`src/rtl/microwave_pkg.sv`:
```
// Shared types and constants for the microwave time-entry path.
package microwave_pkg;

  localparam int BCD_W        = 4;
  localparam int SEC_TENS_MAX = 5;

  typedef enum logic [1:0] {IDLE, PRESS_DB, HELD, REL_DB} kp_state_e;

  // Keypad bit 9..1 carries keys 1..9; bit 0 is key 0.
  function automatic logic [BCD_W-1:0] key_to_bcd(input logic [9:0] k);
    logic [BCD_W-1:0] b;
    b = '0;
    for (int i = 1; i < 10; i++)
      if (k[i]) b = BCD_W'(10 - i);
    return b;
  endfunction

endpackage

```
`src/rtl/key_debouncer.sv`:
```
// Keypad sampler, debounce FSM and press qualifier; emits one accept_pulse per clean press.
// Optional KEYPAD_SYNC_EN inserts a 2-flop synchroniser in front of kp_q.
module key_debouncer
  import microwave_pkg::*;
#(
  parameter int DEBOUNCE_CYCLES = 4,
  parameter int CNT_W           = 8
) (
  input  logic       clk,
  input  logic       clear,
  input  logic [9:0] keypad,
  input  logic       enable,
  output logic       accept_pulse,
  output logic [9:0] candidate
);

  localparam logic [CNT_W-1:0] CNT_LAST = CNT_W'(DEBOUNCE_CYCLES - 1);
  localparam logic [CNT_W-1:0] CNT_ONE  = CNT_W'(1);

  logic [9:0]       kp_in, kp_q, cand_nxt;
  logic [CNT_W-1:0] cnt, cnt_nxt;
  logic             accept_nxt;
  logic             kp_valid, kp_released;
  kp_state_e        state, state_nxt;

`ifdef KEYPAD_SYNC_EN
  logic [9:0] kp_s1, kp_s2;
  always_ff @(posedge clk) begin
    if (clear) begin
      kp_s1 <= '0;
      kp_s2 <= '0;
    end else begin
      kp_s1 <= keypad;
      kp_s2 <= kp_s1;
    end
  end
  assign kp_in = kp_s2;
`else
  assign kp_in = keypad;
`endif

  assign kp_released = (kp_q == '0);
  assign kp_valid    = !kp_released && ((kp_q & (kp_q - 10'd1)) == '0);

  always_ff @(posedge clk) begin
    if (clear) begin
      kp_q         <= '0;
      state        <= IDLE;
      cnt          <= '0;
      candidate    <= '0;
      accept_pulse <= 1'b0;
    end else begin
      kp_q         <= kp_in;
      state        <= state_nxt;
      cnt          <= cnt_nxt;
      candidate    <= cand_nxt;
      accept_pulse <= accept_nxt;
    end
  end

  // A single-cycle debounce accepts or releases on the first qualifying sample.
  always_comb begin
    state_nxt  = state;
    cnt_nxt    = cnt;
    cand_nxt   = candidate;
    accept_nxt = 1'b0;
    if (enable) begin
      state_nxt = IDLE;
    end else begin
      case (state)
        IDLE: if (kp_valid) begin
          cand_nxt = kp_q;
          cnt_nxt  = CNT_ONE;
          if (DEBOUNCE_CYCLES == 1) begin
            accept_nxt = 1'b1;
            state_nxt  = HELD;
          end else begin
            state_nxt  = PRESS_DB;
          end
        end
        PRESS_DB: begin
          if (kp_q != candidate) begin
            state_nxt = IDLE;
          end else if (cnt == CNT_LAST) begin
            accept_nxt = 1'b1;
            state_nxt  = HELD;
          end else begin
            cnt_nxt = cnt + CNT_ONE;
          end
        end
        HELD: if (kp_released) begin
          cnt_nxt   = CNT_ONE;
          state_nxt = (DEBOUNCE_CYCLES == 1) ? IDLE : REL_DB;
        end
        REL_DB: begin
          if (!kp_released)         state_nxt = HELD;
          else if (cnt == CNT_LAST) state_nxt = IDLE;
          else                      cnt_nxt   = cnt + CNT_ONE;
        end
        default: state_nxt = IDLE;
      endcase
    end
  end

endmodule

```
`src/rtl/keypad_entry.sv`:
```
// Keypad time-entry front end: debounced key strobes shifted into an M:ST:SO register.
// Build option KEYPAD_SYNC_EN adds a 2-flop input synchroniser (+2 cycles latency).
module keypad_entry
  import microwave_pkg::*;
#(
  parameter int DEBOUNCE_CYCLES = 4,
  parameter int CNT_W           = 8
) (
  input  logic             clk,
  input  logic             clear,
  input  logic [9:0]       keypad,
  input  logic             enable,
  output logic [BCD_W-1:0] digit,
  output logic             digit_valid,
  output logic             digit_reject,
  output logic [BCD_W-1:0] sec_ones,
  output logic [BCD_W-1:0] sec_tens,
  output logic [BCD_W-1:0] mins,
  output logic [1:0]       digit_count
);

  logic             accept_pulse;
  logic [9:0]       candidate;
  logic [BCD_W-1:0] cand_bcd;

  key_debouncer #(
    .DEBOUNCE_CYCLES (DEBOUNCE_CYCLES),
    .CNT_W           (CNT_W)
  ) u_deb (
    .clk          (clk),
    .clear        (clear),
    .keypad       (keypad),
    .enable       (enable),
    .accept_pulse (accept_pulse),
    .candidate    (candidate)
  );

  assign cand_bcd = key_to_bcd(candidate);

  // Shifting a digit >5 into sec_tens would make an illegal time, so refuse it.
  always_ff @(posedge clk) begin
    if (clear) begin
      digit        <= '0;
      digit_valid  <= 1'b0;
      digit_reject <= 1'b0;
      sec_ones     <= '0;
      sec_tens     <= '0;
      mins         <= '0;
      digit_count  <= '0;
    end else begin
      digit_valid  <= 1'b0;
      digit_reject <= 1'b0;
      if (accept_pulse && !enable) begin
        digit <= cand_bcd;
        if (sec_ones <= BCD_W'(SEC_TENS_MAX)) begin
          digit_valid <= 1'b1;
          mins        <= sec_tens;
          sec_tens    <= sec_ones;
          sec_ones    <= cand_bcd;
          if (digit_count != 2'd3) digit_count <= digit_count + 2'd1;
        end else begin
          digit_reject <= 1'b1;
        end
      end
    end
  end

endmodule

```
`config.mk`:
```
export PLATFORM = sky130hd
export DESIGN_NAME = keypad_entry
export DESIGN_NICKNAME = d
export VERILOG_FILES = /design/src/rtl/microwave_pkg.sv /design/src/rtl/key_debouncer.sv /design/src/rtl/keypad_entry.sv
export SDC_FILE = /design/constraint.sdc
export NUM_CORES = 1
export LEC_CHECK = 0
export CORE_MARGIN = 2
export CORE_UTILIZATION = 54
export DETAILED_ROUTE_END_ITERATION = 8
export PLACE_DENSITY = 0.89
export SLEW_MARGIN = 20
export SYNTH_ARGS = -nofsm -noshare
export SYNTH_HDL_FRONTEND = slang
export SYNTH_HIERARCHICAL = 1
export SYNTH_SLANG_ARGS = --single-unit
export TNS_END_PERCENT = 20
```
`constraint.sdc`:
```
create_clock -name clk -period 3.05 [get_ports clk]
set_input_delay 0.61 -clock clk [delete_from_list [all_inputs] [get_ports clk]]
set_output_delay 0.61 -clock clk [all_outputs]
set_load 0.05 [all_outputs]
```
# [After elaboration in Yosys (flattened, before gate mapping)]
# Index checks and enable logic that the tools add are counted.
[totals] regBits=51 input_bits=13 elab_cells=72
[classes] muxes=25 n_addsub=3 n_eq_ne=12 bitwise=4 n_lt_le_gt_ge=1 n_reduce_logical=15
[op_table] operator="$mux W8" count=5
[op_table] operator="$mux W4" count=9
[op_table] operator="$pmux W8 S4" count=1
[op_table] operator="$logic_not A10 Y1" count=2
[op_table] operator="$mux W2" count=6
[op_table] operator="$and A10 B10 Y10" count=1
[op_table] operator="$ne A10 B10 Y1" count=1
[op_table] operator="$sub A10 B1 Y10 const B" count=1
[op_table] operator="$add A8 B1 Y8 const B" count=1
[op_table] operator="$eq A8 B2 Y1 const B" count=1
[op_table] operator="$pmux W2 S4" count=1
[op_table] operator="$ne A2 B1 Y1 const B" count=3
[op_table] operator="$reduce_and A3 Y1" count=2
[op_table] operator="$reduce_and A5 Y1" count=1
[op_table] operator="$eq A2 B2 Y1 const B" count=2
[op_table] operator="$le A4 B3 Y1 const B" count=1
[op_table] operator="$ne A2 B2 Y1 const B" count=2
[op_table] operator="$reduce_and A4 Y1" count=1
[op_table] operator="$reduce_or A2 Y1" count=2
[op_table] operator="$reduce_or A4 Y1" count=1
[op_table] operator="$mux W1" count=3
[op_table] operator="$ne A3 B1 Y1 const B" count=1
[op_table] operator="$ne A3 B3 Y1 const B" count=1
[op_table] operator="$not A1 Y1" count=3
[op_table] operator="6 further kinds" count=8

# [Depth between registers and ports, before layout]
# Gate-level depths: netlist (run 1).
[logic_depth] word_depth=9 ltp_mapped=8 depth_no_buf=7

# [By module]
# The synthesis (run 1) kept the hierarchy.
[modules_own_cells] mod="key_debouncer" area_per_inst_um2=1537.7 cells_each=167 n_inst=1
[modules_own_cells] mod="keypad_entry" area_per_inst_um2=804.5 cells_each=95 n_inst=1

# [Least setup slack after synthesis (run 1)]
# No wires, ideal clock.
[synth_timing] path_kind="register to register" from="register u_deb.kp_q[1]" to="register u_deb.cnt[6]" n_path_buf=1 setup_ps=122 arrival_time_ps=2242 slack_ps=687 stages_incl_launch_ff=8 path_cell_list="dfxtp_1 or4_4 or4_4 o21ai_4 o21ai_2 buf_6 a21o_1 o311a_1"
[synth_between] elab_chain_len=6
[synth_rtl] element="from (decl)" line_no="key_debouncer.sv:20" text="logic [9:0] kp_in, kp_q, cand_nxt;"
[synth_rtl] element="from (signal assigned)" line_no="key_debouncer.sv:53" text="kp_q <= kp_in;"
[synth_rtl] element="$sub A10 B1 Y10" line_no="key_debouncer.sv:43" text="assign kp_valid = !kp_released && ((kp_q & (kp_q - 10'd1)) == '0);"
[synth_rtl] element="$and A10 B10 Y10" line_no="key_debouncer.sv:43"
[synth_rtl] element="$logic_not A10 Y1" line_no="key_debouncer.sv:43"
[synth_rtl] element="$logic_and A1 B1 Y1" line_no="key_debouncer.sv:43"
[synth_rtl] element="$ne A2 B1 Y1 (no line)"
[synth_rtl] element="$reduce_and A5 Y1 (no line) *"
[synth_rtl] element="to (signal assigned)" line_no="key_debouncer.sv:55" text="cnt <= cnt_nxt;"
[synth_rtl] element="to (decl)" line_no="key_debouncer.sv:21" text="logic [CNT_W-1:0] cnt, cnt_nxt;"
# Every way passes the cells marked *; elsewhere a longest branch is shown, timed or not.
# A chain may end at the register's enable or synchronous reset.

# [Final worst setup path (run 1)]
[layout_timing] from="register u_deb.kp_q[1]" to="register u_deb.cnt[1]"
# Same word-level chain as after synthesis.

==> results.md, run 1 <==
* Compound-Gate Fraction of Synth Area at 16.72%
* Cells after synthesis at 262
* Grt total ovfl at 0
* Nets at 308
* Most used DFF post-synth: dfxtp_1
* Slew @ Worst Pin at 532.9 ps
* Setup TNS at 0 ps
* Critical Path RT at 3250 ps
* Critical path class: reg2reg
* CTS Root Cell: clkbuf_8
* DRT iter0 DRCs at 113
* Initial Utilization at 57.32%
* Die area at 0.004880 mm^2
* CTS Buffer Depth at 2
* Simple-gate portion of the synthesized area at 26.87%
* DR DRC count at 0
* Worst skew pair latency at 300 ps
* Area Growth Syn to Fin at 19.07%
* Clk slew on worst S/H paths at 90 ps
* First-pass GRT wire length at 8362 um
* Most common cell after layout, fill and taps aside: dfxtp_1
* Synthesized area per cell at 8.940 um^2
* Routed vias/inst at 5.991
* Post-synth top area cell: dfxtp_1
* Most crowded layer after global routing: met2
* Max-cap violation count at 0
* Placed Instance Area at 0.002685 mm^2
* R2R setup slack at 490 ps
* Most frequent cells in the layout: dfxtp_1, clkdlybuf4s50_1, nand2_1, nor2_1, a21oi_1
* Netlist cell types at 59
* Worst Hold End: mins[1]
* Hold_buf cts at 0
* CTS tree: done
* Pwr Density at 444.0 mW/mm^2
* Share of post-route cells with drive strength above 1 at 8.163%
* Post-synth top area share at 43.59%
* Total GRT Usage at 21.03%
* Worst reg2reg path depth at 6
* Crit path arrival time at 2750 ps
* IO Port Bufs at 32
* Unrepaired setup endpoints after global routing: false
* Period utilisation layout at 83.87%
* Worst r2r dst: u_deb/cnt[1]
* Synth top area cells: dfxtp_1, nand2_1, nor2_1, mux2i_1, nor2b_1
* Ant. Diodes at 0
* Sequential-to-total area share from yosys stat at 43.59%
* Post-Syn Area at 0.002342 mm^2
* Clock Skews at 9.503 ps
* Max Fclk at 390.9 MHz
* Fillers at 356
* Mux share of post-synthesis cell area at 4.274%
* # clock sinks at 51
* Vias at 2,061
* DRT Pass-1 Iters at 4
* Die H at 69.86 um
* Leakage Power at 0.9635 nW
* Final Instance Area at 0.002789 mm^2
* Worst setup EP type: flop
* Worst min path class: reg2reg
* CTS buffer count at 5
* DRT Wirelength at 4711 um
* Final Setup Violations at 0
* Syn nets at 277
* Core Rows at 23
* Fin. max-slew vios at 0
* Core area at 0.004086 mm^2
* Post-synth ARST share at 0%
* GR Util met1 at 26.18%
* Final ANT Viol Nets at 0
* Worst hold path depth at 2
* H-tree levels at 2
* Vias in the first global route at 1,881
* CTS resizes at 0
* Period minus WS final at 2558 ps
* Antenna violations before repair at 0
* Critical path startpoint category: flop
* Synth Warn # at 6
* Critical path origin: u_deb/kp_q[1]
* Status: finished clean
* HP Start: mins[1]
* Slew HR at 64.20%
* Peak supply drop at 0.2928 mV
* Hpwl dp at 3357 um
* Post-synth EDFFs at 0
* GRT met3 Usage at 4.473%
* Reg2reg start: u_deb/kp_q[1]
* IO Pins at 33
* Xor-xnor portion of the synthesized cell area at 3.739%
* Worst-path fanout max at 11
* Wire per inst at 13.69 um
* Largest net degree at the start of global routing at 39
* Hold Fails Final Rpt at 0
* Die width at 69.86 um
* Routability Congestion at 0.9121
* Adder-cell share of the synthesized area at 1.496%
* Met2 GRT Util at 35.77%
* Main combinational cell family by area after synthesis: simple AND/OR/NAND/NOR gates
* Post-CTS setup repair buffer count at 0
* Synthesis-stage register bit count at 51
-- critical path, stage by stage, from the launching register on --
cell and delay, ps:
dfxtp_1 360, or4_4 580, or4_4 570, o21ai_4 230, o21ai_2 180, and3_1 230
a311o_1 300
-- layer usage --
metal,wire length (um),part of all wire (%)
met1,2060,44
met2,2344,50
met3,233,4.9
met4,73,1.5
met5,0,0
-- area by class of cell --
type	instances	area (um^2)	area share, %
clock inverters	1	7.507	0.2692
multi-input cells	195	1249	44.77
inverters	6	22.52	0.8075
well taps	50	62.56	2.243
repair buffers	34	330.3	11.84
flip-flops and latches	51	1021	36.61
clock buffers	7	96.34	3.454
-- per-stage QoR --
stage / power (mW) / utilization [%] / cells / setup slack, ps / hold slack, ps
global route: 1.299 / 68.25 / 344 / 390.3 / 500.1
floorplan: 0.7977 / - / 262 / 686.7 / 460.4
global placement: 0.8297 / 65.71 / 336 / 588.9 / 441.2
finish: 1.238 / 68.25 / 344 / 491.9 / 456.9
detailed placement: 0.8333 / 65.71 / 336 / 541.1 / 445.9
CTS: 1.248 / 68.25 / 344 / 506.1 / 458.9
-- sequential cells by signal, summed over array words and instances, names as in the netlist --
signal	cells
u_deb/state	2
u_deb/kp_q	10
u_deb/cnt	8
digit_count	2
sec_tens	4
digit_reject	1
u_deb/accept_pulse	1
digit	4
sec_ones	4
mins	4
digit_valid	1
u_deb/candidate	10
-- how the worst max path moves through the flow --
stage	to	slack, ps	cells past startpoint
2_1_floorplan	u_deb/cnt[6]	690	7
3_3_place_gp	u_deb/cnt[1]	590	6
3_5_place_dp	u_deb/cnt[1]	540	6
4_1_cts	u_deb/cnt[1]	510	6
5_1_grt	u_deb/candidate[2]	390	7
6_report	u_deb/cnt[1]	490	6
-- cell families (layout without fill, tap and decap cells) --
group,count (synthesis),in the layout
simple gates,117,117
compound gates,55,55
flops,51,51
buf+inv,16,48
xor+xnor,10,10
mux,10,10
fa+ha+maj,3,3
-- power breakdown --
part,internal (mW),switching (mW),total [mW]
clock,0.206,0.212,0.418
sequential,0.679,0.0209,0.700
combinational,0.0567,0.0634,0.120
-- Yosys cell counts (3+ instances only) --
| library cell | instances |
|---|---|
| or4_1 | 3 |
| nor4_1 | 5 |
| a221o_1 | 3 |
| nor2b_1 | 16 |
| o21ai_0 | 7 |
| nand3_1 | 6 |
| o31ai_1 | 3 |
| mux2i_1 | 10 |
| dfxtp_1 | 51 |
| nor2_1 | 27 |
| or2_2 | 4 |
| inv_1 | 6 |
| xor2_1 | 4 |
| clkbuf_1 | 6 |
| nor3_1 | 10 |
| a21oi_1 | 17 |
| nand2_1 | 27 |
| xnor2_1 | 6 |
| or4_4 | 3 |
Note: power is estimated with default switching activity, not from simulation.
==> run 2, diff against run 1 <==
- CORE_UTILIZATION: 54 -> 49
- PLACE_DENSITY: 0.89 -> 0.86
- clock period: 3.05 -> 2.2 ns (I/O delays scaled with it)
==> run 2 against run 1 <==
The run now ends with negative setup slack left; utilization down 3.4 points; cell count up 7.8%; non-clock buffer count up 23; fmax up 8.2%; clock power up 58%; design area up 8.3%; clock skew down 3.9 ps; global-route usage down 1.8 points; via count up 1.1%; worst setup slack worse by 660 ps.
==> results.md, run 2 (synthesis results as in run 1) <==
* Period minus WS final at 2365 ps
* Peak supply drop at 0.3901 mV
* IO Pins at 33
* Worst hold path depth at 2
* Antenna violations before repair at 0
* DRT Wirelength at 4932 um
* Violated checks: negative setup slack
* Max Fclk at 422.8 MHz
* Vias at 2,083
* Final Instance Area at 0.003022 mm^2
* Clock Skews at 5.625 ps
* Sw power at 0.4241 mW
* Largest regs: u_deb/candidate: 10 flops, u_deb/kp_q: 10 flops, u_deb/cnt: 8 flops
* Placed Instance Area at 0.002894 mm^2
* Nets at 331
* Vias in the first global route at 1,869
* Worst-path fanout max at 10
* Routability Congestion at 0.8623
* Fin. max-slew vios at 0
* Critical Path RT at 2380 ps
* Hold Fails Final Rpt at 0
* Worst skew pair latency at 300 ps
* Clk slew on worst S/H paths at 90 ps
* Critical path buffer and inverter count at 1
* Share of post-route cells with drive strength above 1 at 16.09%
* Max-cap violation count at 0
* Core Rows at 25
* Reg2reg start: u_deb/kp_q[4]
* Die width at 73.14 um
* Largest net degree at the start of global routing at 36
* H-tree levels at 2
* Most common cell after layout, fill and taps aside: dfxtp_1
* CTS Root Cell: clkbuf_8
* Placed cells at 363
* Pwr Density at 609.6 mW/mm^2
* CTS buffer count at 5
* Post-CTS setup repair buffer count at 0
* Fin worst setup slack at -165.3 ps
* HP Start: mins[0]
* Routed vias/inst at 5.615
* Hold_buf cts at 0
* Worst setup EP type: flop
* Unrepaired setup endpoints after global routing: true
* CP top delay family: simple AND/OR/NAND/NOR gates
* Final cell count without fillers at 371
* CTS tree: done
* Combinational power share at 11.9%
* Pint at 1.418 mW
* Slew @ Worst Pin at 522.4 ps
* IO Port Bufs at 32
* DRT iter0 DRCs at 104
* Worst min path class: reg2reg
* Total GRT Usage at 19.19%
* Worst Hold End: mins[0]
* Period utilisation layout at 107.5%
* Leakage Power at 1.098 nW
* Initial Utilization at 50.26%
* Net Sw Frac at 23.03%
* Sequence of cells on the critical path: or4_4, or4_4, a2111oi_4, buf_12, mux2i_1, nor2_1
* Critical path class: reg2reg
* Die H at 73.14 um
* Area Growth Syn to Fin at 29.01%
* DRT Pass-1 Iters at 4
* CTS Buffer Depth at 2
* Most frequent cells in the layout: dfxtp_1, clkdlybuf4s50_1, nand2_1, nor2_1, buf_4
* Grt total ovfl at 0
* Slowest cell on crit path: or4_4
* First-pass GRT wire length at 8114 um
* Sequential share of power at 52.2%
* Wire per inst at 13.29 um
* Worst r2r dst: u_deb/candidate[6]
* Final ANT Viol Nets at 0
* Worst reg2reg path depth at 6
* Core area at 0.004661 mm^2
* Final Util at 64.83%
* Status: complete, but fails checks
* # clock sinks at 51
* Die area at 0.005349 mm^2
* Most common cell on crit path: or4_4
* Crit path arrival time at 2540 ps
* Crit path largest cell delay at 570 ps
* Final Setup Violations at 17
* Slew HR at 65.06%
* Ant. Diodes at 0
* Clock power share at 35.9%
* Critical path startpoint category: flop
* DR DRC count at 0
* Hpwl dp at 3564 um
* R2R setup slack at -170 ps
run 2: worst max path at each step:
stage             startpoint  cells after the start            endpoint
2_1_floorplan  u_deb/kp_q[4]                      7        u_deb/cnt[6]
3_3_place_gp   u_deb/kp_q[4]                      6  u_deb/candidate[0]
3_5_place_dp   u_deb/kp_q[4]                      6  u_deb/candidate[0]
4_1_cts        u_deb/kp_q[4]                      6  u_deb/candidate[6]
5_1_grt        u_deb/kp_q[4]                      7  u_deb/candidate[5]
6_report       u_deb/kp_q[4]                      6  u_deb/candidate[6]
run 2: metrics by stage:
| step | power, mW | worst slack (ps) | TNS, ps | hold WS [ps] |
|---|---|---|---|---|
| finish | 1.842 | -165.3 | -1831 | 456.1 |
| global route | 1.913 | -259.2 | -3697 | 473.0 |
| CTS | 1.856 | -147.4 | -1544 | 459.3 |
| detailed placement | 1.197 | -130.0 | -1564 | 446.5 |
| global placement | 1.190 | -56.95 | -658.5 | 440.5 |
| floorplan | 1.115 | -65.23 | -330.0 | 460.4 |
run 2: layout make-up:
cell class / instances / area, um^2
clock buffers: 6 / 82.58
repair buffers: 57 / 515.5
fillers: 405 / 1639
flip-flops and latches: 51 / 1022
clock inverters: 2 / 35.03
multi-input cells: 195 / 1276
well taps: 54 / 67.56
inverters: 6 / 22.52
run 2: power groups by stage:
stage | sequential, mW | clock [mW] | combinational [mW]
5_1_grt | 0.965 | 0.709 | 0.239
2_1_floorplan | 0.982 | 0 | 0.133
4_1_cts | 0.962 | 0.677 | 0.217
3_3_place_gp | 0.982 | 0 | 0.209
6_report | 0.962 | 0.661 | 0.219
3_5_place_dp | 0.983 | 0 | 0.214
run 2: what timing repair did:
item | CTS | global route
gates resized for setup | 1 | 1
cloned | 0 | 0
pin swaps | 3 | 1
setup endpoints to repair | 18 | 19
run 2: per-layer routing:
layer  track usage, %  part of all wire [%]
met2            32.73                    50
met5                0                     0
met3            4.558                   4.3
met4            7.819                   2.3
met1            23.06                    43
run 2: worst register-to-register path, delay by kind of cell (launching register included):
family                 cells  cell delay (ps)
and+or+nand+nor            3             1100
DFF                        1              330
buffers and inverters      1              190
muxes                      1              190
AOI/OAI and AO/OA          1              440
==> run 3, diff against run 2 <==
- CELL_PAD_IN_SITES_DETAIL_PLACEMENT: unset -> 0
- CELL_PAD_IN_SITES_GLOBAL_PLACEMENT: unset -> 1
- CORE_UTILIZATION: 49 -> 37
- PLACE_DENSITY: 0.86 -> 0.85
==> run 3 against run 2 <==
The run still ends with negative setup slack left; utilization shrank 14 points; first-iteration DRC count shrank 14%; largest power group unchanged; clock power shrank 3%; worst setup slack gained 21 ps; largest cell class unchanged; combinational power grew 4%; clock skew grew 1.6 ps; highest routed layer unchanged.
==> results.md, run 3 (synthesis results as in run 1) <==
* Core Rows at 28
* Max Fclk at 426.7 MHz
* First-pass GRT wire length at 8700 um
* Ant. Diodes at 0
* Initial Utilization at 38.87%
* CTS Buffer Depth at 2
* Fin. max-slew vios at 0
* Core area at 0.006026 mm^2
* IO Pins at 33
* Largest net degree at the start of global routing at 30
* CTS Root Cell: clkbuf_8
* Worst min path class: reg2reg
* Nets at 335
* Hold_buf cts at 0
* Area Growth Syn to Fin at 31.20%
* Vias at 2,086
* Die area at 0.006983 mm^2
* IO Port Bufs at 32
* Routed vias/inst at 5.281
* Largest regs: u_deb/candidate: 10 flops, u_deb/kp_q: 10 flops, u_deb/cnt: 8 flops
* Crit path arrival time at 2530 ps
* Worst-path fanout max at 10
* Post-CTS setup repair buffer count at 0
* Leakage Power at 1.109 nW
* Slew @ Worst Pin at 497.2 ps
* Worst setup EP type: flop
* Clk slew on worst S/H paths at 90 ps
* Critical Path RT at 2390 ps
* Period minus WS final at 2344 ps
* Final ANT Viol Nets at 0
* Antenna violations before repair at 0
* Vias in the first global route at 1,915
* Grt total ovfl at 0
* Share of post-route cells with drive strength above 1 at 17.19%
* DR DRC count at 0
* Final Instance Area at 0.003073 mm^2
* Critical path class: reg2reg
* Most common cell after layout, fill and taps aside: dfxtp_1
* Critical path startpoint category: flop
* Final Util at 51.00%
* Fillers at 582
* CTS tree: done
* DRT iter0 DRCs at 89
* Unrepaired setup endpoints after global routing: true
* Die H at 83.57 um
* Routability Congestion at 0.8152
* Wire per inst at 13.02 um
* DRT Pass-1 Iters at 4
* Hold Fails Final Rpt at 0
* Status: complete, but fails checks
* Smallest hold slack at 456.4 ps
* CTS buffer count at 5
* R2R setup slack at -140 ps
* Clock Skews at 7.231 ps
* Hpwl dp at 3818 um
* Final Setup Violations at 15
* Placed Instance Area at 0.002950 mm^2
* # clock sinks at 51
* Total GRT Usage at 15.04%
* H-tree levels at 2
* Most frequent cells in the layout: dfxtp_1, clkdlybuf4s50_1, nand2_1, nor2_1, buf_4
* Fin worst setup slack at -143.8 ps
* Worst skew pair latency at 300 ps
* DRT Wirelength at 5142 um
* Max-cap violation count at 0
* Pwr Density at 595.2 mW/mm^2
* Period utilisation layout at 106.5%
* Die width at 83.57 um
* Peak supply drop at 0.3184 mV
* Violated checks: negative setup slack
* Slew HR at 66.75%
## run 3: changes by cell type in the layout (fill, tap and decap cells not counted)
cell,before,now
buf_4,24,27
a21oi_1,17,15
a21oi_2,0,2
a21boi_0,1,0
a21boi_1,0,1
buf_6,0,1
clkbuf_8,6,5
clkinv_2,1,0
clkinvlp_4,0,1
o31ai_1,2,3
o31ai_2,1,0
## run 3: through the flow
stage	power (mW)	setup slack, ps	TNS (ps)	std cells
2_1_floorplan	1.115	-65.23	-330.0	262
3_3_place_gp	1.198	-66.10	-750.5	388
3_5_place_dp	1.203	-125.5	-1771	388
4_1_cts	1.844	-138.4	-1944	395
5_1_grt	1.908	-270.4	-3547	395
6_report	1.829	-143.8	-1525	395
## run 3: metal layers
metal / wire [um] / share of wire, % / up-vias / GRT usage (%)
met5: 0 / 0 / - / 0
li1: - / - / 1060 / -
met3: 248 / 4.8 / 10 / 3.660
met4: 87 / 1.7 / 0 / 4.839
met2: 2351 / 46 / 67 / 24.87
met1: 2456 / 48 / 949 / 19.25
## run 3: layout make-up
type                       count  area (um^2)  area share (%)
sequential                    51         1022           33.27
clock buffer                   5        68.82           2.239
inverter                       6        22.52          0.7329
tap                           75        93.84           3.054
clock inverter                 2        37.54           1.221
multi-input combinational    195         1279           41.61
timing repair buffer          61        549.3           17.87
## run 3: worst paths after layout
| kind | from | cells after the start | to |
|---|---|---|---|
| worst max-delay path | u_deb/kp_q[4] | 7 | u_deb/candidate[2] |
| worst min-delay path | mins[1] | 2 | mins[1] |
| worst max register to register | u_deb/kp_q[4] | 7 | u_deb/candidate[2] |
| worst min register to register | mins[1] | 2 | mins[1] |
## run 3: worst max-delay path, cell delays in order, from the launching register on
cell,delay [ps]
dfxtp_2,330
or4_4,570
a2111oi_2,350
a21oi_2,110
a2111oi_4,440
buf_12,190
mux2i_1,180
nor2_1,60
## run 3: repair_timing
item | CTS | global route
pin swaps | 3 | 2
cloned | 0 | 0
setup endpoints to repair | 18 | 18
gates resized for setup | 0 | 5
## run 3: power breakdown
| part | switching (mW) | total, mW | leakage, nW | internal (mW) |
|---|---|---|---|---|
| clock | 0.309 | 0.642 | 0.0502 | 0.333 |
| combinational | 0.115 | 0.227 | 0.644 | 0.112 |
| sequential | 0.0187 | 0.960 | 0.414 | 0.941 |
